==> config.mk <==
export PLATFORM = sky130hd
export DESIGN_NAME = alu_mul_16bit
export DESIGN_NICKNAME = d
export VERILOG_FILES = /design/src/rtl/alu_mul_16bit.sv
export SDC_FILE = /design/constraint.sdc
export NUM_CORES = 1
export LEC_CHECK = 0
export ABC_CLOCK_PERIOD_IN_PS = 3450
export CORE_MARGIN = 2
export CORE_UTILIZATION = 30
export DETAILED_ROUTE_END_ITERATION = 8
export DONT_BUFFER_PORTS = 1
export PLACE_DENSITY_LB_ADDON = 0.25
export SYNTH_ARGS = -nofsm -noshare
export SYNTH_HDL_FRONTEND = slang
export SYNTH_SLANG_ARGS = --single-unit
==> constraint.sdc <==
create_clock -name clk -period 3.45 [get_ports clk]
set_input_delay 1.035 -clock clk [delete_from_list [all_inputs] [get_ports clk]]
set_output_delay 1.035 -clock clk [all_outputs]
set_load 0.05 [all_outputs]
==> src/rtl/alu_mul_16bit.sv <==
// Unsigned 16x16 iterative shift-and-add multiplier producing a 32-bit product.
// One 16-bit ripple adder is reused across the 16 RUN steps of each operation.

module alu_add_16bit (
   input  logic [15:0] i_a,
   input  logic [15:0] i_b,
   input  logic        i_ci,
   output logic [15:0] o_s,
   output logic        o_co
);

   assign {o_co, o_s} = {1'b0, i_a} + {1'b0, i_b} + {16'h0000, i_ci};

endmodule

module alu_mul_16bit (
   input  logic        clk,
   input  logic        rst,
   input  logic        start,
   input  logic [15:0] A,
   input  logic [15:0] B,
   output logic [31:0] P,
   output logic        busy,
   output logic        done
);

   typedef enum logic [1:0] {
      IDLE = 2'd0,
      RUN  = 2'd1,
      DONE = 2'd2
   } state_t;

   state_t      r_state;
   logic [15:0] r_mcand;
   logic [31:0] r_work;
   logic [4:0]  r_count;
   logic [31:0] r_p;

   logic [15:0] w_addB;
   logic [15:0] w_sum;
   logic        w_carry;
   logic [31:0] w_workNext;

   assign w_addB = r_work[0] ? r_mcand : 16'h0000;

   alu_add_16bit u_add (
      .i_a  (r_work[31:16]),
      .i_b  (w_addB),
      .i_ci (1'b0),
      .o_s  (w_sum),
      .o_co (w_carry)
   );

   // The adder carry becomes the new MSB so the partial product never overflows.
   assign w_workNext = {w_carry, w_sum, r_work[15:1]};

   always_ff @(posedge clk) begin
      if (rst) begin
         r_state <= IDLE;
         r_mcand <= 16'h0000;
         r_work  <= 32'h0000_0000;
         r_count <= 5'd0;
         r_p     <= 32'h0000_0000;
      end else begin
         case (r_state)
            IDLE: begin
               if (start) begin
                  r_mcand <= A;
                  r_work  <= {16'h0000, B};
                  r_count <= 5'd0;
                  r_state <= RUN;
               end
            end
            RUN: begin
               r_work  <= w_workNext;
               r_count <= r_count + 5'd1;
               if (r_count == 5'd15) begin
                  r_p     <= w_workNext;
                  r_state <= DONE;
               end
            end
            DONE: begin
               r_state <= IDLE;
            end
            default: begin
               r_state <= IDLE;
            end
         endcase
      end
   end

   assign P    = r_p;
   assign busy = (r_state == RUN);
   assign done = (r_state == DONE);

endmodule

==> impl_summary.md, run 1 <==
Yosys
The fraction of synthesis flops using an asynchronous set or reset pin is 0. The average footprint of a synthesized cell is 7.93 µm². The count of mapped cells out of synthesis is 513. For this run, the number of Yosys warnings is 0. The portion of the post-synthesis area used by sequential elements is 0.428. The number of nets in the synthesized netlist is 567. The total standard cell area after synthesis is 0.00407 mm². The flip-flop cell with the highest count after synthesis is sky130_fd_sc_hd__dfxtp_1. The synthesized design contains 0 enable-type register cells. The number of distinct standard cells referenced by the synthesized netlist is 48. The flip-flop and latch count after synthesis is 87.

Worst setup path
Along the worst path, the maximum fanout reaches 17. Traced cell by cell, the critical path runs through and2_1 -> ha_1 -> fa_1 -> a211oi_2 -> nor2_1 -> o31ai_2 -> a21oi_2 -> nand2b_1 -> a21oi_1 -> o21ai_1. The critical path's largest stage delay is 430 ps.

The signal arrival time at the worst endpoint is 2930 ps. The critical-path cell with the highest stage delay is sky130_fd_sc_hd__dfxtp_1. The worst setup path is launched from a flip-flop. STA classifies the critical path endpoint as a flip-flop.

The worst setup path is of the flip-flop to flip-flop kind. For the worst setup path, the data required time is 3670 ps.

Die
The die height is 120 µm. The initial core utilization is 0.307. The site row count is 42.

The number of ports placed on the die boundary is 69. The die covers 0.0145 mm². The area of the core region is 0.0132 mm².

The die is 120 µm wide.

Finish
The final layout contains 555 nets. From synthesis to final layout, the design area changed by 11.3%. For this run, the number of standard cells in the final layout without fillers is 682. The layout has 1417 filler cells.

The fraction of final layout cells with drive strength greater than 1 is 0.0731. The total inserted antenna cells is 0.

Routing
The average wire per standard cell is 15.1 µm. After the first detailed-routing iteration, the DRC count stood at 218. The number of routed nets with antenna violations is 0. The first-pass iteration count of the detailed router is 4. Using the TritonRoute via totals, the vias-per-cell ratio works out to 4.99. The DRC violation count after routing is 0.

Detailed routing inserted a total of 3405 vias. The total wire length after detailed routing is 10300 µm.

Clocking
The number of clock buffers inserted by TritonCTS is 9. Once the clock tree was built, the setup fixing pass inserted 0 buffers. The clock net sink count is 87.

The hold-fix buffer count after cts is 0. The cell at the root of the clock tree is sky130_fd_sc_hd__clkbuf_16. After clock tree synthesis, the repair step resized 0 gates.

The count of H-tree levels built during CTS is 3. The clock reaches the later pin of the worst-skew pair after 340 ps. The TritonCTS clock tree is yes. The clock transition time at the flip-flop clock pins of the worst setup and hold paths is 60 ps. The clock passes through at most 2 buffers.

Pwr
The worst supply voltage drop on vdd is 0.252 mV. Of the total power, the share spent switching nets is 0.241. Dividing total power by cell area gives a power density of 480 mW/mm².

The leakage component of the power is 0.00170 µW. In this run the power spent charging and discharging nets is 524 µW. The share of power burned in combinational logic is 0.063. The share of total power dissipated in the clock network is 0.447. The share of total power dissipated in sequential elements is 0.490. The design internal power is 1650 µW.

Placement
The cell count after placement is 666. The total of buffers placed on input and output ports is 0. Routability-driven placement finished with a final weighted congestion of 0.811. The sum of net half-perimeters after detailed placement is 7270 µm.

STA
At the pin with the least slew margin, the transition time is 919 ps. The max-slew violation total from the final report is 0. After routing, the total negative slack on setup checks comes to 0 ps.

The worst path in the final design needs a cycle of 2710 ps, including I/O delays and setup. The hold violation count in the final report is 0. Dividing the final minimum period by the clock period gives 0.785. Timing would allow up to 369 MHz. Setup repair after global routing left no endpoint under its margin.

Setup violations remaining at the end of the flow were counted as 0. The remaining max-slew budget at the tightest pin is 0.386. Between clock sinks in the finished design, the worst skew comes to 4.71 ps.

Global routing
The first global-routing pass estimated 17000 µm of wire. The global-route congestion overflow total is 0. Across every metal layer, demand over resource in global routing totals 0.148. The initial antenna violation count is 0. The via count of the first global-routing pass came to 3307. The maximum number of pins on one net before global-route repair is 84.

Flow run
The max-capacitance violation count is 0.

Worst hold path
The worst hold path belongs to the class flip-flop to flip-flop.

Run status
The flow ran to the end, and the final reports show no timing, DRC or antenna violations.
## flip-flops by register name, indices dropped and copies added (netlist names)
name	flops
r_mcand	16
r_count	5
r_state	2
P	32
r_work	32
## worst paths after layout
check	start	to	slack, ps	cells after the start
worst min register to register	r_mcand[7]$_SDFFE_PP0P_	r_mcand[7]$_SDFFE_PP0P_	450	2
worst max-delay path	r_work[0]$_SDFFE_PP0P_	r_work[31]$_SDFFE_PP0P_	740	10
worst min-delay path	r_mcand[7]$_SDFFE_PP0P_	r_mcand[7]$_SDFFE_PP0P_	450	2
worst max register to register	r_work[0]$_SDFFE_PP0P_	r_work[31]$_SDFFE_PP0P_	740	10
## cells in the mapped netlist, types with 5 or more instances
cell / n / area share
sky130_fd_sc_hd__xor2_1: 5 / 0.011
sky130_fd_sc_hd__o21ai_0: 5 / 0.0062
sky130_fd_sc_hd__and2_1: 20 / 0.031
sky130_fd_sc_hd__clkbuf_1: 22 / 0.020
sky130_fd_sc_hd__xnor2_1: 6 / 0.013
sky130_fd_sc_hd__nor2_1: 58 / 0.054
sky130_fd_sc_hd__ha_1: 18 / 0.055
sky130_fd_sc_hd__buf_2: 5 / 0.0062
sky130_fd_sc_hd__a211oi_2: 5 / 0.015
sky130_fd_sc_hd__a311oi_1: 16 / 0.034
sky130_fd_sc_hd__a21oi_1: 64 / 0.079
sky130_fd_sc_hd__nand2_1: 127 / 0.12
sky130_fd_sc_hd__nand3_1: 6 / 0.0074
sky130_fd_sc_hd__o21ai_1: 7 / 0.0086
sky130_fd_sc_hd__dfxtp_1: 87 / 0.43
## layer usage
layer  part of all wire  up-vias  GRT usage  routed length [µm]
met4              0.016        0     0.0560                 163
met5                  0        -          0                   0
met3              0.075       11     0.0448                 777
met1               0.48     1589      0.200                4930
met2               0.43       72      0.220                4450
li1                   -     1733          -                   -
## final cells by class
class,instances,area (µm²),share of cell area
clock buffer,10,229,0.0506
inverter,4,15.0,0.00332
multi-input combinational,391,2190,0.484
tap,176,220,0.0487
sequential,87,1740,0.385
clock inverter,6,68.8,0.0152
timing repair buffer,8,60.1,0.0133
## power groups by stage
stage | clock, µW | sequential, µW | combinational [µW]
after detailed placement | 0 | 1090 | 139
final | 971 | 1060 | 137
after global routing | 1040 | 1070 | 156
after CTS | 996 | 1060 | 139
after global placement | 0 | 1090 | 136
after floorplan | 0 | 1080 | 122
## stage by stage
stage	utilization	setup slack (ps)	hold slack, ps	power (µW)	cell area, µm²
6_report	0.342	743	449	2170	4530
3_3_place_gp	0.319	808	441	1220	4230
4_1_cts	0.342	730	449	2200	4530
2_1_floorplan	-	979	429	1200	4070
5_1_grt	0.342	517	469	2270	4530
3_5_place_dp	0.319	744	440	1230	4230
## cells by family after synthesis
kind of cell	share of synthesized area
and+or+nand+nor	0.242
AOI/OAI and AO/OA	0.212
DFF	0.428
buffers and inverters	0.0338
adders and majority gates	0.0603
xor gates and xnor gates	0.0237
## layout by cell type, fill, tap and decap left out, types with 4 or more instances in the layout
cell type / n
sky130_fd_sc_hd__dfxtp_1: 87
sky130_fd_sc_hd__xor2_1: 5
sky130_fd_sc_hd__xnor2_1: 6
sky130_fd_sc_hd__nand2_1: 127
sky130_fd_sc_hd__inv_1: 4
sky130_fd_sc_hd__o21ai_0: 5
sky130_fd_sc_hd__a211oi_1: 4
sky130_fd_sc_hd__a311oi_1: 16
sky130_fd_sc_hd__nor2_1: 58
sky130_fd_sc_hd__o21ai_1: 7
sky130_fd_sc_hd__a31oi_1: 4
sky130_fd_sc_hd__a211oi_2: 5
sky130_fd_sc_hd__ha_1: 18
sky130_fd_sc_hd__nand3_1: 6
sky130_fd_sc_hd__clkbuf_16: 9
sky130_fd_sc_hd__clkinvlp_4: 4
sky130_fd_sc_hd__a21oi_1: 64
sky130_fd_sc_hd__buf_4: 8
sky130_fd_sc_hd__and2_1: 20
## worst max-delay path: cells and delay by family (launching register included)
kind | cells | cell delay, ps
compound gates | 5 | 1010
fa+ha+maj | 2 | 660
simple gates | 3 | 470
flops | 1 | 430
No activity file was read; power rests on OpenSTA's default activity.
==> inputs of run 2 (changes only) <==
ABC_CLOCK_PERIOD_IN_PS = 2300   (was 3450)
clock period = 2.3 ns   (was 3.45 ns; I/O delays follow)
==> run 2 against run 1 <==
  * Core utilization rose by 2.2 points
  * Register-to-register slack got worse by 710 ps
  * Final cell count rose by 1.6%
  * Critical path type unchanged
  * Largest cell class unchanged
  * Sequential power rose by 50%
==> impl_summary.md, run 2 (synthesized netlist as in run 1, its figures left out) <==
Run status
The run finished with clean final reports.

Placement
The cell area reported after detailed placement is 0.00433 mm². Once detailed placement completed, the half-perimeter wirelength came to 7290 µm. The placer's final routability congestion estimate is 0.891. Input and output buffers added on the ports amount to 0.

STA
The period utilization is 0.985. Setup violations remaining at the end of the flow were counted as 0. The final worst clock skew is 6.64 ps.

The smallest clock period supported by the final layout is computed as 2270 ps. For the pin with the worst max-slew slack, the measured transition is 572 ps. The remaining max-slew budget at the tightest pin is 0.618. The hold violation count in the final report is 0. The tightest hold path in the finished design has a slack of 412 ps.

The peak clock frequency supported by timing is 441 MHz. Setup repair after global routing could not meet its margin everywhere. The max-slew violation total from the final report is 0.

Die
69 I/O pins were placed. The site row count is 42. After floorplanning, the core was sized to cover 0.0132 mm². The initial core utilization is 0.307. The area of the die is 0.0145 mm².

The width of the die is 120 µm. The floorplan step set the die height to 120 µm.

Finish
The final layout contains 566 nets. The growth of design area from synthesis to finish is 18.3%. In the layout the commonest cells are 126 x sky130_fd_sc_hd__nand2_1, 86 x sky130_fd_sc_hd__dfxtp_1, 58 x sky130_fd_sc_hd__nor2_1, 58 x sky130_fd_sc_hd__a21oi_1, 18 x sky130_fd_sc_hd__buf_4. The summed area of non-filler cells in the final layout is 0.00481 mm². The combined area of the multi-input logic cells is 0.00237 mm². Leaving out fill and tap cells, the most frequent cell in the layout is sky130_fd_sc_hd__nand2_1.

Fill cells in the final layout number 1403. 0 antenna diodes ended up in the layout. Across the whole layout, storage elements account for 0.00175 mm². In the final layout, the share of cells above drive strength 1 is 0.145.

Routing
In this run the remaining antenna-violating nets after routing total 0. Summing over every cut layer, the via total after detailed routing is 3454. Using the TritonRoute via totals, the vias-per-cell ratio works out to 4.98. For this run, design rule violations remaining after detail routing come to 0. The initial detailed-routing violation count is 200.

The average wire per standard cell is 15.3 µm. For this block, the routed nets add up to 10600 µm of wire. The first-pass iteration count of the detailed router is 4.

Pwr
The share of total power dissipated in sequential elements is 0.479. The switching power of the nets is 830 µW. The leakage component of the power is 0.00178 µW.

The relative contribution of the clock network to total power is 0.453. The internal portion of the total power is 2490 µW. The power density of the placed cells is 691 mW/mm². The worst supply voltage drop on vdd is 0.298 mV. Of the total power, the share spent switching nets is 0.250. The completed layout was analyzed and its total power is 3320 µW. The share of power burned in combinational logic is 0.068.

Global routing
The overall routing resource usage is 0.147. The initial antenna violation count is 0. The maximum number of pins on one net before global-route repair is 84. The total overflow left after global routing is 0. The wire length of the first global-routing pass is 16900 µm. The via count of the first global-routing pass was 3256.

Worst setup path
The signal on the critical path passes through and2_4 -> ha_4 -> fa_2 -> a211oi_2 -> nor2_1 -> o31ai_2 -> a21oi_2 -> nand2b_4 -> a21oi_4 -> a211oi_2. The critical path's largest stage delay is 370 ps. STA classifies the critical path startpoint as a flip-flop. The signal arrival time at the worst endpoint is 2490 ps. The worst setup path is captured at a flip-flop. The critical-path cell with the highest stage delay is sky130_fd_sc_hd__fa_2. Along the worst path, the maximum fanout reaches 6. STA puts the critical path data required time at 2530 ps. The critical path in this run is classified as flip-flop to flip-flop. Among the stages of the critical path, the cell type that occurs most often is sky130_fd_sc_hd__a211oi_2.

Clocking
Clock latency on the worst-skew pair, taken at its later pin, is 350 ps. The cell at the root of the clock tree is sky130_fd_sc_hd__clkbuf_16. The number of clock buffers added by TritonCTS is 9. The clock net sink count is 87.

The TritonCTS clock tree is yes. The clock passes through at most 2 buffers. CTS built an H-tree with a depth of 3. Clock-pin slew was measured on the worst setup and hold paths at 60 ps. The number of hold buffers added after CTS was 0.

Worst hold path
The tightest min-delay check is of the input port to flip-flop type.

Flow run
The max-capacitance violation count is 0.
[run 2: cell types whose count changed in the layout (fill, tap and decap cells not counted), moves of 6 or more]
cell                      before  now
sky130_fd_sc_hd__ha_1         18   11
sky130_fd_sc_hd__buf_4         8   18
sky130_fd_sc_hd__ha_4          0    7
sky130_fd_sc_hd__a21oi_1      64   58
[run 2: layout make-up]
type | instances | area share
well taps | 176 | 0.0458
clock inverters | 7 | 0.0164
flip-flops and latches | 87 | 0.363
multi-input cells | 391 | 0.493
inverters | 4 | 0.00312
clock buffers | 9 | 0.0468
repair buffers | 19 | 0.0322
[run 2: stage by stage]
stage | cells | setup TNS, ps | util | setup WS [ps]
after floorplan | 513 | 0 | - | 2.53
after global placement | 675 | 0 | 0.327 | 15.0
after detailed placement | 675 | -96.2 | 0.327 | -37.1
after CTS | 691 | -7.65 | 0.350 | -7.65
after global routing | 693 | -677 | 0.363 | -121
final | 693 | 0 | 0.363 | 33.5
[run 2: routing by layer]
layer | up-vias | part of all wire | track usage
li1 | 1762 | - | -
met1 | 1607 | 0.48 | 0.200
met2 | 68 | 0.43 | 0.210
met3 | 17 | 0.067 | 0.0495
met4 | 0 | 0.023 | 0.0661
met5 | - | 0 | 0
[run 2: path summary, 6_finish.rpt]
check	end	start	depth (start not counted)	slack [ps]
worst max register to register	P[31]$_SDFFE_PP0P_	r_work[0]$_SDFFE_PP0P_	10	30
worst min-delay path	P[31]$_SDFFE_PP0P_	rst	1	410
worst max-delay path	P[31]$_SDFFE_PP0P_	r_work[0]$_SDFFE_PP0P_	10	30
worst min register to register	r_mcand[2]$_SDFFE_PP0P_	r_mcand[2]$_SDFFE_PP0P_	2	450
[run 2: timing repair]
item	in CTS	in global routing
endpoints found under the setup margin	5	20
setup buffers	0	2
gates resized for setup	2	27
pin swaps	1	18
[run 2: power by group through the flow]
stage                     combinational (µW)  sequential, µW  clock [µW]
final                                    226            1590        1510
after global routing                     256            1600        1610
after CTS                                221            1590        1540
after detailed placement                 220            1630           0
after global placement                   216            1630           0
after floorplan                          186            1620           0
[run 2: critical path, delay by kind of cell (launching register included)]
family,cells,cell delay [ps]
AO/OA/AOI/OAI,5,880
adder cells (fa/ha/maj),2,530
flip-flops,1,360
AND/OR/NAND/NOR,3,400
==> inputs of run 3 (changes only) <==
CORE_UTILIZATION = 45   (was 30)
TNS_END_PERCENT = 1   (was default)
==> run 3 against run 2 <==
  * Register-to-register slack is essentially flat
  * Core utilization rose by 16 points
  * Worst hold slack got worse by 11 ps
  * Sequential share of layout area grew 1.8 points
  * Design area down 5.0%
  * Setup slack got worse by 4.1 ps
  * Combinational power barely moved
  * Global-route usage up 6.0 points
  * Critical path depth did not move
  * First-iteration DRC count fell by 14%
  * Clock-buffer cell count up 1
  * Largest power group unchanged
  * Highest routed layer unchanged
==> impl_summary.md, run 3 (synthesized netlist as in run 1, its figures left out) <==
Run status
The flow ran to the end, and the final reports show no timing, DRC or antenna violations.

Routing
After detailed routing, the number of vias per cell comes to 5.54. Summed over all layers, the routed wires come to 9800 µm. The count of nets left with antenna violations once routing finished came out at 0. The first detailed-routing pass ran for 4 iterations.

The initial detailed-routing violation count is 172. Dividing the detail-routed wire length by the instance count gives 15.6 µm. The DRC violation count after routing is 0. The number of vias in the routed layout is 3482.

Worst hold path
In this run the most critical hold path is launched from rst. The tightest min-delay check is of the input port to flip-flop type.

Worst setup path
On the worst path, the slowest cell contributes a delay of 330 ps. The critical path is of the flip-flop to flip-flop type. Following the worst setup path forward leads to its endpoint at r_work[25]$_SDFFE_PP0P_. Among all stages on the critical path, the largest delay is contributed by sky130_fd_sc_hd__dfxtp_2. STA puts the critical path data required time at 2550 ps. The startpoint type of the worst setup path is a flip-flop.

The signal arrival time at the worst endpoint is 2520 ps. The destination of the worst register-to-register timing path is r_work[25]$_SDFFE_PP0P_. The internal reg-to-reg setup slack is 30 ps. The beginning of the critical path is r_work[0]$_SDFFE_PP0P_. The number of cells on the worst reg-to-reg path is 10. The endpoint type of the worst setup path is a flip-flop. The worst register-to-register path begins at r_work[0]$_SDFFE_PP0P_. Walking the worst path, the cells encountered are buf_4 -> and2_1 -> ha_4 -> o21ai_0 -> o21bai_1 -> a21bo_1 -> nand2_2 -> a21oi_4 -> nor2_1 -> a221o_1.

The top fanout value on the critical path is 13.

Die
The area of the core region is 0.00876 mm². The initial utilization of the core area, before any placement, comes to 0.464. The width of the die is 99.1 µm. The number of ports placed on the die boundary is 69. The area of the die is 0.00982 mm². From bottom edge to top edge, the die measures 99.1 µm. In this run the core area contains 34 standard-cell rows.

STA
The worst path meets setup with 29.5 ps of slack. Setup repair after global routing could not meet its margin everywhere. Setup violations remaining at the end of the flow were counted as 0. Adding up every negative setup slack in the final design gives 0 ps.

The hold violation count in the final report came to 0. The final worst clock skew is 10.1 ps. Counting I/O delays and the setup requirement, the final critical path takes 2270 ps. Headroom to the max-slew limit came out at 0.637. The max-slew violation total from the final report is 0.

Static timing analysis puts the maximum clock frequency at 440 MHz. Of the available clock period, the critical path in the final layout requires 0.987. At the pin with the least slew margin, the transition time is 544 ps.

Placement
Routability-driven placement finished with a final weighted congestion of 0.914. The worst setup slack after placement is -0.604 ps. The total of buffers placed on input and output ports is 0.

The sum of net half-perimeters after detailed placement is 6990 µm. After detailed placement, the design holds a cell count of 611.

Finish
The fraction of final layout cells with drive strength greater than 1 is 0.136. The final core utilization is 0.522. The final layout contains 570 nets.

The number of antenna diodes in the final layout is 0. The finished layout holds 629 standard cells, fillers aside. The growth of design area from synthesis to finish is 12.4%. In the layout the commonest cells are 126 x sky130_fd_sc_hd__nand2_1, 86 x sky130_fd_sc_hd__dfxtp_1, 61 x sky130_fd_sc_hd__a21oi_1. The most common library cell in the layout ignoring fill and taps is sky130_fd_sc_hd__nand2_1.

Clocking
The source-to-sink clock delay at the later pin of the worst-skew pair is 360 ps. The clock transition time at the flip-flop clock pins of the worst setup and hold paths is 90 ps. CTS placed an instance of sky130_fd_sc_hd__clkbuf_8 at the clock tree root. The deepest clock path buffer count is 2. TritonCTS created 9 clock buffers. The count of H-tree levels built during CTS is 3. The hold-fix buffer count after cts is 0. TritonCTS built the clock tree. The tree built by TritonCTS fans out to 87 sinks.

Global routing
The wire length of the first global-routing pass is 16500 µm. The initial antenna violation count is 0. The via count of the first global-routing pass is 3403.

Entering global routing, the biggest net connects 84 pins. The global-route congestion overflow total is 0. The overall routing resource usage is 0.207.

Pwr
The leakage component of the power is 0.00173 µW. The worst supply voltage drop on vdd is 0.319 mV. After layout, the design draws a total of 2910 µW. Dividing total power by cell area gives a power density of 636 mW/mm².

Flow run
The max-capacitance violation count is 0.
==> run 3: cell count changes in the layout (fill, tap and decap cells not counted), moves of 2 or more <==
cell,before,now
sky130_fd_sc_hd__clkbuf_8,0,10
sky130_fd_sc_hd__clkbuf_16,9,0
sky130_fd_sc_hd__buf_4,18,23
sky130_fd_sc_hd__ha_2,0,4
sky130_fd_sc_hd__a21oi_1,58,61
sky130_fd_sc_hd__ha_4,7,4
sky130_fd_sc_hd__a21oi_2,5,3
sky130_fd_sc_hd__and2_1,17,19
sky130_fd_sc_hd__and2_4,3,1
==> run 3: worst min-delay path by stage <==
stage                                     endpoint  cells past startpoint
after floorplan            r_count[3]$_SDFFE_PP0P_                      1
after global placement    r_mcand[12]$_SDFFE_PP0P_                      2
after detailed placement  r_mcand[10]$_SDFFE_PP0P_                      2
after CTS                       P[27]$_SDFFE_PP0P_                      1
after global routing            P[27]$_SDFFE_PP0P_                      1
final                     r_mcand[10]$_SDFFE_PP0P_                      1
==> run 3: worst max-delay path: cells and delay by family, from the launching register on <==
family                     cells  cell delay (ps)
DFF                            1              330
buffers and inverters          1              160
and+or+nand+nor                3              340
adders and majority gates      1              290
AOI/OAI and AO/OA              5             1040
==> run 3: final cells by class <==
type / instances / area (µm²)
flip-flops and latches: 87 / 1740
well taps: 108 / 135
clock buffers: 10 / 138
repair buffers: 23 / 173
multi-input cells: 391 / 2300
clock inverters: 6 / 67.6
inverters: 4 / 15.0
fillers: 841 / 4190
==> run 3: per-stage QoR <==
| stage | cell area, µm² | hold WS [ps] |
|---|---|---|
| final | 4570 | 401 |
| after global routing | 4570 | 383 |
| after CTS | 4460 | 380 |
| after detailed placement | 4260 | 440 |
| after global placement | 4260 | 437 |
| after floorplan | 4100 | 429 |
==> run 3: layer usage <==
layer,vias to the layer above,GRT usage,part of all wire
met5,-,0,0
met4,0,0.0801,0.022
met3,20,0.0582,0.067
met2,88,0.314,0.44
met1,1613,0.280,0.47
li1,1761,-,-
==> run 3: power breakdown <==
part           switching [µW]  internal, µW  leakage, µW
clock network             557           535    0.0000989
logic                     142          83.7     0.000921
registers                34.2          1560     0.000708
==> run 3: repair_timing <==
item                                    4_1_cts  5_1_grt
setup buffers                                 0        2
pin swaps                                     1       10
gates cloned                                  0        0
endpoints found under the setup margin        2       18
gates resized for setup                       0       15
